==> src/rtl/smac_pkg.sv <==
// Shared types and token-pipe offsets for the bit-serial MAC control sequencer.
package smac_pkg;

   typedef enum logic [1:0] {
      IDLE  = 2'd0,
      RUN   = 2'd1,
      DRAIN = 2'd2,
      OUT   = 2'd3
   } smac_state_t;

   // Per-accept control token: first/last flags of each loop level plus channel index.
   typedef struct packed {
      logic       fa;
      logic       la;
      logic       fw;
      logic       lw;
      logic [1:0] k;
      logic       fg;
      logic       lg;
   } smac_tok_t;

   localparam int unsigned OFS_BR  = 1;
   localparam int unsigned OFS_AC1 = 2;
   localparam int unsigned OFS_NEG = 3;
   localparam int unsigned OFS_AC2 = 4;
   localparam int unsigned OFS_AC3 = 5;

endpackage

==> src/rtl/ctrl_token_pipe.sv <==
// Fixed-depth valid+token delay line; stage n holds the token accepted n+1 cycles ago.
module ctrl_token_pipe
   import smac_pkg::*;
#(
   parameter int unsigned DEPTH = OFS_AC3
) (
   input  logic                    clk,
   input  logic                    rst_n,
   input  logic                    push_i,
   input  smac_tok_t               tok_i,
   output logic [DEPTH-1:0]        vld_o,
   output smac_tok_t [DEPTH-1:0]   tok_o
);

   logic [DEPTH-1:0]      vld_q;
   smac_tok_t [DEPTH-1:0] tok_q;

   // Cycles without a push shift a bubble in, keeping later strobes aligned to their accepts.
   always_ff @(posedge clk or negedge rst_n) begin
      if (!rst_n) begin
         vld_q <= '0;
         tok_q <= '0;
      end else begin
         vld_q <= {vld_q[DEPTH-2:0], push_i};
         tok_q <= {tok_q[DEPTH-2:0], tok_i};
      end
   end

   assign vld_o = vld_q;
   assign tok_o = tok_q;

endmodule

==> src/rtl/smac_ctrl.sv <==
// Control sequencer for the bit-serial MAC datapath: loop-nest counters, token-delayed
// strobes for batches 0-3, and the 4-cycle quantize/ReLU readout.
module smac_ctrl
   import smac_pkg::*;
#(
   parameter int unsigned Pa = 8,
   parameter int unsigned Pw = 4,
   parameter int unsigned GW = 8
) (
   input  logic          clk,
   input  logic          rst_n,
   input  logic          start,
   input  logic [GW-1:0] n_groups,
   input  logic          in_valid,
   output logic          in_ready,
   output logic          cl_en_gen,
   output logic          w_en_w,
   output logic          w_en_a,
   output logic          w_en_br,
   output logic          MSB_a,
   output logic          w_and_s_ac1,
   output logic          cl_en_ac1,
   output logic          MSB_w,
   output logic          w_en_neg,
   output logic          valid_ac2,
   output logic          cl_en_ac2,
   output logic [1:0]    sel_ac2,
   output logic          valid_ac3,
   output logic          cl_en_ac3,
   output logic          s_en_ac3,
   output logic [1:0]    sel_ac3,
   output logic [1:0]    sel_mux_relu,
   output logic          out_valid,
   output logic          busy,
   output logic          done
);

   localparam int unsigned IW     = $clog2(Pa);
   localparam int unsigned JW     = $clog2(Pw);
   localparam int unsigned DEPTH  = OFS_AC3;
   localparam int unsigned S_BR   = OFS_BR - 1;
   localparam int unsigned S_AC1  = OFS_AC1 - 1;
   localparam int unsigned S_NEG  = OFS_NEG - 1;
   localparam int unsigned S_AC2  = OFS_AC2 - 1;
   localparam int unsigned S_AC3  = OFS_AC3 - 1;
   localparam logic [IW-1:0] I_TOP = IW'(Pa - 1);
   localparam logic [JW-1:0] J_TOP = JW'(Pw - 1);

   smac_state_t   state_q, state_d;
   logic [IW-1:0] i_q, i_d;
   logic [JW-1:0] j_q, j_d;
   logic [1:0]    k_q, k_d;
   logic [GW-1:0] g_q, g_d;
   logic [GW-1:0] ng_q, ng_d;
   logic [1:0]    ocnt_q, ocnt_d;
   logic          gen_q, gen_d;

   logic                  accept;
   logic                  last_grp;
   logic                  last_plane;
   smac_tok_t             push_tok;
   logic [DEPTH-1:0]      pv;
   smac_tok_t [DEPTH-1:0] pt;
   logic                  unused_tok;

   assign accept     = (state_q == RUN) && in_valid;
   assign last_grp   = (g_q == ng_q - GW'(1));
   assign last_plane = (i_q == '0) && (j_q == '0) && (k_q == 2'd3) && last_grp;

   assign push_tok = '{fa: (i_q == I_TOP), la: (i_q == '0),
                       fw: (j_q == J_TOP), lw: (j_q == '0),
                       k:  k_q,
                       fg: (g_q == '0),    lg: last_grp};

   // Next-state: FSM plus the i (inner) -> j -> k -> g (outer) loop nest.
   always_comb begin
      state_d = state_q;
      i_d     = i_q;
      j_d     = j_q;
      k_d     = k_q;
      g_d     = g_q;
      ng_d    = ng_q;
      ocnt_d  = ocnt_q;
      gen_d   = 1'b0;
      case (state_q)
         IDLE: begin
            if (start) begin
               state_d = RUN;
               ng_d    = (n_groups == '0) ? GW'(1) : n_groups;
               i_d     = I_TOP;
               j_d     = J_TOP;
               k_d     = '0;
               g_d     = '0;
               gen_d   = 1'b1;
            end
         end
         RUN: begin
            if (accept) begin
               if (i_q == '0) begin
                  i_d = I_TOP;
                  if (j_q == '0) begin
                     j_d = J_TOP;
                     k_d = k_q + 2'd1;
                     if (k_q == 2'd3) g_d = g_q + GW'(1);
                  end else begin
                     j_d = j_q - JW'(1);
                  end
               end else begin
                  i_d = i_q - IW'(1);
               end
               if (last_plane) state_d = DRAIN;
            end
         end
         DRAIN: begin
            // Only the oldest stage may still be occupied; it leaves on this edge.
            if (pv[DEPTH-2:0] == '0) begin
               state_d = OUT;
               ocnt_d  = '0;
            end
         end
         OUT: begin
            ocnt_d = ocnt_q + 2'd1;
            if (ocnt_q == 2'd3) state_d = IDLE;
         end
         default: state_d = IDLE;
      endcase
   end

   always_ff @(posedge clk or negedge rst_n) begin
      if (!rst_n) begin
         state_q <= IDLE;
         i_q     <= '0;
         j_q     <= '0;
         k_q     <= '0;
         g_q     <= '0;
         ng_q    <= '0;
         ocnt_q  <= '0;
         gen_q   <= 1'b0;
      end else begin
         state_q <= state_d;
         i_q     <= i_d;
         j_q     <= j_d;
         k_q     <= k_d;
         g_q     <= g_d;
         ng_q    <= ng_d;
         ocnt_q  <= ocnt_d;
         gen_q   <= gen_d;
      end
   end

   ctrl_token_pipe #(.DEPTH(DEPTH)) u_pipe (
      .clk    (clk),
      .rst_n  (rst_n),
      .push_i (accept),
      .tok_i  (push_tok),
      .vld_o  (pv),
      .tok_o  (pt)
   );

   assign unused_tok = ^pt;

   assign in_ready  = (state_q == RUN);
   assign busy      = (state_q != IDLE);
   assign cl_en_gen = gen_q;
   assign w_en_a    = accept;
   assign w_en_w    = accept && (i_q == I_TOP);

   // Strobe decode: every field is gated by its stage valid so bubbles read as 0.
   assign w_en_br     = pv[S_BR];
   assign MSB_a       = pv[S_BR] && pt[S_BR].fa;
   assign w_and_s_ac1 = pv[S_AC1];
   assign cl_en_ac1   = pv[S_AC1] && pt[S_AC1].fa;
   assign w_en_neg    = pv[S_NEG] && pt[S_NEG].la;
   assign MSB_w       = w_en_neg && pt[S_NEG].fw;
   assign valid_ac2   = pv[S_AC2] && pt[S_AC2].la;
   assign sel_ac2     = valid_ac2 ? pt[S_AC2].k : 2'b00;
   assign cl_en_ac2   = valid_ac2 && pt[S_AC2].fw;
   assign valid_ac3   = pv[S_AC3] && pt[S_AC3].la && pt[S_AC3].lw;
   assign sel_ac3     = valid_ac3 ? pt[S_AC3].k : 2'b00;
   assign cl_en_ac3   = valid_ac3 && pt[S_AC3].fg;
   assign s_en_ac3    = valid_ac3 && pt[S_AC3].lg;

   assign out_valid    = (state_q == OUT);
   assign sel_mux_relu = out_valid ? ocnt_q : 2'b00;
   assign done         = out_valid && (ocnt_q == 2'd3);

endmodule

==> config.mk <==
export PLATFORM = sky130hd
export DESIGN_NAME = smac_ctrl
export DESIGN_NICKNAME = d
export VERILOG_FILES = /design/src/rtl/smac_pkg.sv /design/src/rtl/ctrl_token_pipe.sv /design/src/rtl/smac_ctrl.sv
export SDC_FILE = /design/constraint.sdc
export NUM_CORES = 1
export LEC_CHECK = 0
export CORE_MARGIN = 1
export CORE_UTILIZATION = 45
export CTS_CLUSTER_DIAMETER = 50
export DETAILED_ROUTE_END_ITERATION = 10
export GPL_TIMING_DRIVEN = 0
export PLACE_DENSITY = 0.67
export SYNTH_ARGS = -nofsm -noshare
export SYNTH_HDL_FRONTEND = slang
export SYNTH_SLANG_ARGS = --single-unit
==> constraint.sdc <==
create_clock -name clk -period 4.81 [get_ports clk]
set_input_delay 0.962 -clock clk [delete_from_list [all_inputs] [get_ports clk]]
set_output_delay 0.962 -clock clk [all_outputs]
set_load 0.05 [all_outputs]
==> summary by stage, run 1 <==
Run status
The flow ran to the end, and the final reports show no timing, DRC or antenna violations.

Global route
The pin count of the biggest net entering global routing is 70. The met2 track demand over resource is a little under a quarter. The number of antenna violations at the first check in global routing is 0.

The layer with the highest usage after global routing is met2. The via count of the first global-routing pass is 1838. The global routing met3 resource utilization is around 4.8%. The met1 track demand over resource is 22.3%.

The remaining global-route overflow is 0. Across every metal layer, demand over resource in global routing totals 16.0%. The first global-routing pass estimated 8730 um of wire.

Synthesis
Summing the areas of all compound-gate instances in the mapped netlist gives about 7.3% of the synthesized area. The register bit total from synthesis is approximately 70. The simple-gate share of the synthesized area is between 10% and 20%. After synthesis, the mean cell area works out to around 12 um2.

The synthesized design contains 0 enable-type register cells. Among all flip-flop cells after synthesis, the most frequent one is sky130_fd_sc_hd__dfrtp_1. The gate count after technology mapping is between 200 and 250. Summed over all instances, the cell type with the most area after synthesis is sky130_fd_sc_hd__dfrtp_1. The synthesized-area fraction occupied by adder cells is 5.86%.

The sequential area share after synthesis is 57.8%. The main combinational cell family by area after synthesis is simple AND/OR/NAND/NOR gates. The xor-xnor portion of the synthesized cell area is 4.10%.

The cell with the most instances after synthesis is sky130_fd_sc_hd__dfrtp_1. The mux contribution to synthesized area is 3.43%. In the synthesized netlist, the cells that appear most often are sky130_fd_sc_hd__dfrtp_1, sky130_fd_sc_hd__nor2_1, sky130_fd_sc_hd__inv_1. During synthesis, Yosys emitted a total of 0 warnings.

The distinct cell type count after synthesis is 48. Ranked by total cell area, the synthesized netlist is headed by sky130_fd_sc_hd__dfrtp_1, sky130_fd_sc_hd__ha_1, sky130_fd_sc_hd__and2_1. Counting flops with an async set or reset pin after synthesis yields a share of 100%. The synthesized cell area is 0.00299 mm2. The synthesized design devotes to its leading area cell type slightly below 60% of total area. The number of nets produced by synthesis is 275.

Floorplanning
The area inside the core boundary is 0.00639 mm2. The die outline area is ~0.007 mm2. The number of I/O pins is 36. The initial utilization of the core area, before any placement, comes to a little under half. The horizontal extent of the die is 83.5 um. The die boundary height is 83.5 um. In this run the core area contains 29 standard-cell rows.

Timing
After routing, the total negative slack on setup checks comes to 0 ns. Setup repair after global routing left no endpoint under its margin. The final count of pins violating max slew was 0.

The number of endpoints with negative hold slack in the final report came to 0. For the pin with the worst max-slew slack, the measured transition is 0.834 ns. Timing would allow up to 0.272 GHz. The slack of the critical path is 1.13 ns.

The number of endpoints failing setup at the final stage is 0. The period utilization is 76.5%. The worst clock skew on the final layout is slightly below 0.008 ns. For the finished layout, the period the worst path requires is roughly 3.7 ns.

Headroom to the max-slew limit came out at 44.4%.

Route
The total wire length after detailed routing is 4920 um. The number of optimization iterations in the first detailed-route pass is 4. The mean number of vias per cell is slightly above 5. In this run, the number of DRC markers left after iteration 0 of detailed routing was 72. The number of design rule violations left after detail routing is 0. The final routed wire length divided by cell count is 13.0 um. The count of nets left with antenna violations once routing finished came out at 0. For this block, the via count after detailed routing is 1899.

Clock tree
The total number of H-tree levels is 3. The latest clock arrival within the worst-skew pair is 0.35 ns. Buffers inserted during clock tree synthesis total 9. For this design, the CTS-stage hold fixing added 0 buffers. The clock tree from TritonCTS is yes. The number of resized instances in the post-cts repair step is 0.

The sink count of the clock tree is 69. Clock tree synthesis selected as its root buffer the cell sky130_fd_sc_hd__clkbuf_8. After clock tree synthesis, the clock-pin slew on the worst setup and hold paths is 0.08 ns. The post-CTS setup-driven buffer insertion count is 0. In this run the deepest clock path goes through 2 buffers.

Critical path
The arrival time at the worst endpoint is 2.72 ns. The critical path goes through clkdlybuf4s50_1 -> and2_1 -> and2_1 -> clkdlybuf4s50_1. The kind of launch point of the worst setup path is an input port.

The worst setup path is captured at an output pin. The highest cell delay on the worst timing path is 0.79 ns. Data on the critical path is required at its endpoint by 3.85 ns. The startpoint identified for the worst register-to-register timing path is ng_q[0]. The cell with the biggest individual delay on the critical path is sky130_fd_sc_hd__clkdlybuf4s50_1. Of all nets on the critical path, the largest fanout is 6. Tracing the worst setup path back leads to its startpoint at in_valid. The category of the critical setup timing path is input port to output pin. Counting cells, the worst reg-to-reg path comes to 7.

Place
The congestion estimate from routability-driven global placement came to roughly 0.72. The setup slack at placement is 1.14 ns. After legalization and detailed placement, the total HPWL measured between 3000 and 4000 um. Buffers placed on the I/O ports in this run total 35. In this run, placement finished with an instance count of 361.

Power and ir drop
Summed over all cells, the static leakage comes to 1.70 nW. Power spread over the standard cell area amounts to 367 mW/mm2. The maximum VDD drop is roughly 0.26 mV.

Min path
The startpoint of the lowest-slack hold path is u_pipe.tok_o[10]. The kind of path behind the tightest hold check is flop to flop. Counting instances, the worst hold path has a depth of 0.

Final layout
Cells fill 57.0% of the core in the end. The post-route netlist has 14.0% of its cells at a drive strength greater than 1. For this run, the post-layout net count is around 320.

The area added between synthesis and finish is 21.7%. The layout has approximately 540 filler cells. The count of non-filler cells in the finished layout is 377. The number of antenna diodes in the final layout is 0.

Job
The tool flagged a number of max-cap violations equal to 0.
-- area by class of cell --
| type | count | area [um2] | area share (%) |
|---|---|---|---|
| timing repair buffer | 35 | 348 | 9.56 |
| tap | 77 | 96.3 | 2.65 |
| clock inverter | 7 | 80.1 | 2.20 |
| inverter | 15 | 56.3 | 1.55 |
| buffer | 5 | 46.3 | 1.27 |
| multi-input combinational | 160 | 1160 | 31.9 |
| clock buffer | 9 | 124 | 3.41 |
| sequential | 69 | 1730 | 47.5 |
-- final timing paths --
path	endpoint	slack, ns
worst max-delay path	w_en_w	1.13
worst min-delay path	u_pipe.tok_o[18]	0.34
worst max register to register	state_q[1]	2.49
worst min register to register	u_pipe.tok_o[18]	0.34
max in group asynchronous	u_pipe.tok_o[4]	3.55
min in group asynchronous	u_pipe.tok_o[25]	0.71
-- where the power goes --
group / switching (mW) / internal (mW)
clock: 0.237 / 0.246
sequential: 0.0338 / 0.646
combinational: 0.104 / 0.0680
-- placed cells by master (no fill, tap or decap), drive strengths merged, types with 5 or more instances in the layout --
cell type,count
nand3,9
nand2,12
buf,6
and2,14
clkbuf,9
ha,14
inv,19
o21ai,15
xor2,9
and3,7
dfrtp,69
xnor2,5
clkdlybuf4s50,34
a21oi,7
mux2,7
nor2,21
-- flip-flops by register name, summed over array words and instances (netlist names) --
signal and count:
u_pipe.vld_o 5, ocnt_q 2, g_q 8, i_q 3
j_q 2, u_pipe.tok_o 36, ng_q 8, cl_en_gen 1
k_q 2, state_q 2
-- critical path, delay by kind of cell --
kind,cells,cell delay [ns]
buffers and inverters,2,1.41
AND/OR/NAND/NOR,2,0.35
-- routing by layer --
layer  vias to the layer above  part of all wire (%)
li1                        946                     -
met4                         0                   1.6
met1                       908                    49
met3                         8                   3.9
met5                         -                     0
met2                        37                    45
-- cell families after synthesis --
family / Yosys count
xor gates and xnor gates: 14
muxes: 9
and+or+nand+nor: 91
buffers and inverters: 20
adders and majority gates: 14
AOI/OAI and AO/OA: 32
DFF: 69
-- stage by stage --
| step | cell area, um2 | power (mW) | hold slack (ns) |
|---|---|---|---|
| floorplan | 2990 | 0.797 | 0.331 |
| global placement | 3440 | 0.858 | 0.332 |
| detailed placement | 3430 | 0.866 | 0.335 |
| CTS | 3640 | 1.35 | 0.343 |
| global route | 3640 | 1.41 | 0.350 |
| finish | 3640 | 1.34 | 0.344 |
Power figures use the tool's default switching activity.
==> run 2: changes to the inputs <==
--- a/config.mk
+++ b/config.mk
@@ -10,7 +10,7 @@
 export CTS_CLUSTER_DIAMETER = 50
 export DETAILED_ROUTE_END_ITERATION = 10
 export GPL_TIMING_DRIVEN = 0
-export PLACE_DENSITY = 0.67
+export PLACE_DENSITY = 0.69
 export SYNTH_ARGS = -nofsm -noshare
 export SYNTH_HDL_FRONTEND = slang
 export SYNTH_SLANG_ARGS = --single-unit
==> constraint.sdc (replaced) <==
create_clock -name clk -period 3 [get_ports clk]
set_input_delay 0.6 -clock clk [delete_from_list [all_inputs] [get_ports clk]]
set_output_delay 0.6 -clock clk [all_outputs]
set_load 0.05 [all_outputs]
==> summary by stage, run 2 (synthesis results as in run 1) <==
Floorplanning
The number of I/O pins was 36 (unchanged). The cell row count is 29 (unchanged). The die boundary height came to 83.5 um (unchanged). The area inside the core boundary is 0.00639 mm2 (unchanged). The horizontal extent of the die came to 83.5 um (unchanged). The starting density of the core came to 46.8% (unchanged). The die outline area is 0.00697 mm2 (unchanged).

Critical path
The category of the critical setup timing path is input port to output pin (unchanged). The arrival time at the worst endpoint came to 2.25 ns (was 2.72 ns). The register-to-register path setup slack came to 0.70 ns (was 2.49 ns). Critical Path, Cell by Cell: clkdlybuf4s50_1 -> and2_1 -> clkdlybuf4s50_1 (was clkdlybuf4s50_1 -> and2_1 -> and2_1 -> clkdlybuf4s50_1). The kind of launch point of the worst setup path was an input port (unchanged). The count of cell instances traversed by the critical path is 3 (was 4). The cell with the biggest individual delay on the critical path is sky130_fd_sc_hd__clkdlybuf4s50_1 (unchanged). The kind of cell with the highest combined delay on the critical path is buffers and inverters (unchanged).

The endpoint type of the worst setup path was an output pin (unchanged). The largest fanout on the critical path is 6 (unchanged). The highest cell delay on the worst timing path is 0.81 ns (was 0.79 ns).

The critical path required time is 2.40 ns (was 3.85 ns). Counting stages on the worst path, the most repeated cell is sky130_fd_sc_hd__clkdlybuf4s50_1. The sum of buffers and inverters on the critical path came to 2 (unchanged). The length in cells of the worst reg-to-reg path came to 7 (unchanged).

Clock tree
The total number of H-tree levels is 3 (unchanged). The TritonCTS buffer count is 9 (unchanged). The maximum clock path buffer count is 2 (unchanged). The root buffer cell is sky130_fd_sc_hd__clkbuf_8 (unchanged). The latest clock arrival within the worst-skew pair was 0.33 ns (was 0.35 ns).

The sink count of the clock tree was 69 (unchanged). The clock tree from TritonCTS is yes (unchanged). The number of resized instances in the post-cts repair step was 0 (unchanged). The register clock-pin slew on the reported worst setup and hold paths is 0.08 ns (about the same). The hold-fix buffer count after cts is 0 (unchanged).

The post-CTS setup-driven buffer insertion count is 0 (unchanged).

Power and ir drop
The maximum VDD drop is 0.454 mV (was 0.265 mV). The combinational group share of total power was 13.0% (was 12.9%). The internal power is 1.54 mW (was 960 uW). The reported leakage power is 1.71 nW (was 1.70 nW).

The switching power was 591 uW (was 375 uW). The clock power share came to 35.9% (was 36.2%). The areal power density over the cells came to 586 mW/mm2 (was 367 mW/mm2). The switching portion of total power was 27.7% (was 28.1%). The relative contribution of sequential cells to total power is 51.0% (was 50.9%).

Timing
The number of endpoints failing setup at the final stage is 0 (unchanged). The transition at the pin with the smallest max-transition slack is 0.834 ns (about the same). The post-route minimum period is 2.85 ns. The worst clock skew on the final layout is 0.00636 ns (was 0.00781 ns). The sum of negative setup slack was 0 ns (unchanged). The number of endpoints with negative hold slack in the final report is 0 (unchanged). The period utilization is 95.1%. The highest clock rate is between 0.3 and 0.4 GHz. Setup repair after global routing missed its margin: no (unchanged). The final count of pins violating max slew is 0 (unchanged). The headroom to the max-slew limit is 44.4% (about the same).

Route
The final routed wire length divided by cell count came to 12.9 um (was 13.0 um). The number of design rule violations left after detail routing is 0 (unchanged). The number of optimization iterations in the first detailed-route pass is 4 (unchanged).

The first-iteration detailed-routing DRC count was 53 (was 72). The antenna violation net count after detailed routing is 0 (unchanged). The mean number of vias per cell is 5.00 (was 5.04). The vias after detailed routing came to 1884 (was 1899).

The total wire length after detailed routing is 4860 um (was 4920 um).

Final layout
The summed area of non-filler cells in the final layout is 0.00364 mm2 (about the same). The utilization after layout is 57.0% (about the same). The number of nets at the end of the flow was 321 (unchanged). The area added between synthesis and finish came to 21.9% (was 21.7%). The number of diodes added for antenna fixing is 0 (unchanged). The fraction of final layout cells sized beyond drive strength 1 came to 14.0% (unchanged). The flip-flop count of the largest register, all copies and words added was 36 (unchanged). The most common cell after layout, fill and taps aside is sky130_fd_sc_hd__dfrtp_1 (unchanged).

The fill cell instance count of the final layout is 561 (was 543). Commonest cells after routing, fill and taps aside: sky130_fd_sc_hd__dfrtp_1, sky130_fd_sc_hd__clkdlybuf4s50_1, sky130_fd_sc_hd__nor2_1 (unchanged).

Job
The count of max-cap constraint violations was 0 (unchanged).

Min path
The kind of path behind the tightest hold check is flop to flop (unchanged). The cell depth of the worst min-delay path is 0 (unchanged).

Global route
The number of antenna violations at the first check in global routing is 0 (unchanged). The overall routing resource usage is 16.0% (about the same). The pin count of the biggest net entering global routing is 70 (unchanged).

The via count of the first global-routing pass came to 1841 (was 1838). The wire length of the first global-routing pass was 8700 um (was 8730 um). The remaining global-route overflow was 0 (unchanged).

Run status
Run status: finished, final reports clean (unchanged).

Place
The placed wire-length estimate is 3490 um (was 3410 um). The number of buffer cells added on primary ports was 35 (unchanged). The placed standard-cell area is 0.00343 mm2 (unchanged). The routability-driven placement congestion ratio came to 0.782 (was 0.723).
-- run 2: cell types whose count changed in the layout (fill, tap and decap cells not counted), sizes merged --
cell           previous run  this run
clkdlybuf4s50            34        33
clkinv                    0         1
inv                      19        18
dlymetal6s2s              0         1
-- run 2: worst reg2reg max path, cell delays in order, from the launching register on --
cell                      delay (ns)
sky130_fd_sc_hd__dfrtp_1        0.42
sky130_fd_sc_hd__inv_1          0.08
sky130_fd_sc_hd__ha_1           0.28
sky130_fd_sc_hd__nor2b_1        0.16
sky130_fd_sc_hd__o311a_1        0.36
sky130_fd_sc_hd__o41ai_2        0.35
sky130_fd_sc_hd__and3_4         0.24
sky130_fd_sc_hd__mux2_4         0.29
-- run 2: metrics by stage --
| step | total power, mW | setup slack [ns] | instances | hold WS [ns] |
|---|---|---|---|---|
| final | 2.13 | 0.148 | 377 | 0.345 |
| after global routing | 2.25 | 0.0829 | 377 | 0.354 |
| after CTS | 2.17 | 0.000829 | 377 | 0.346 |
| after detailed placement | 1.39 | 0.000829 | 361 | 0.336 |
| after global placement | 1.38 | -0.876 | 361 | 0.331 |
| after floorplan | 1.28 | 0.268 | 249 | 0.304 |
-- run 2: power by group through the flow --
stage	logic [mW]	clock network, mW	registers (mW)
after floorplan	0.180	0	1.10
after CTS	0.283	0.799	1.09
after global placement	0.273	0	1.10
after detailed placement	0.281	0	1.11
final	0.278	0.766	1.09
after global routing	0.313	0.836	1.10
-- run 2: routing by layer --
| metal | vias to the layer above | wire, um | global-route usage, % |
|---|---|---|---|
| met2 | 33 | 2220 | 23.6 |
| li1 | 948 | - | - |
| met4 | 0 | 83 | 7.86 |
| met1 | 896 | 2390 | 22.1 |
| met5 | - | 0 | 0 |
| met3 | 7 | 173 | 4.06 |
-- run 2: path summary, 6_finish.rpt --
| check | from | to |
|---|---|---|
| setup / recovery | in_valid | w_en_a |
| hold / removal | u_pipe.tok_o[12] | u_pipe.tok_o[20] |
| setup reg to reg | ng_q[0] | state_q[1] |
| hold reg to reg | u_pipe.tok_o[12] | u_pipe.tok_o[20] |
| max in group asynchronous | rst_n | k_q[0] |
| min in group asynchronous | rst_n | u_pipe.tok_o[25] |
-- run 2: final cells by class --
class / instances / area (um2) / area share (%)
buffer: 5 / 46.3 / 1.27
clock buffer: 9 / 124 / 3.40
clock inverter: 7 / 82.6 / 2.27
inverter: 15 / 56.3 / 1.55
multi-input combinational: 160 / 1160 / 31.8
sequential: 69 / 1730 / 47.4
tap: 77 / 96.3 / 2.65
timing repair buffer: 35 / 350 / 9.62
==> run 3: changes to the inputs <==
--- a/config.mk
+++ b/config.mk
@@ -5,6 +5,7 @@
 export SDC_FILE = /design/constraint.sdc
 export NUM_CORES = 1
 export LEC_CHECK = 0
+export CAP_MARGIN = 20
 export CORE_MARGIN = 1
 export CORE_UTILIZATION = 45
 export CTS_CLUSTER_DIAMETER = 50
==> results of run 3 <==
No change in the layout: final DEF, timing and power equal those of run 2.
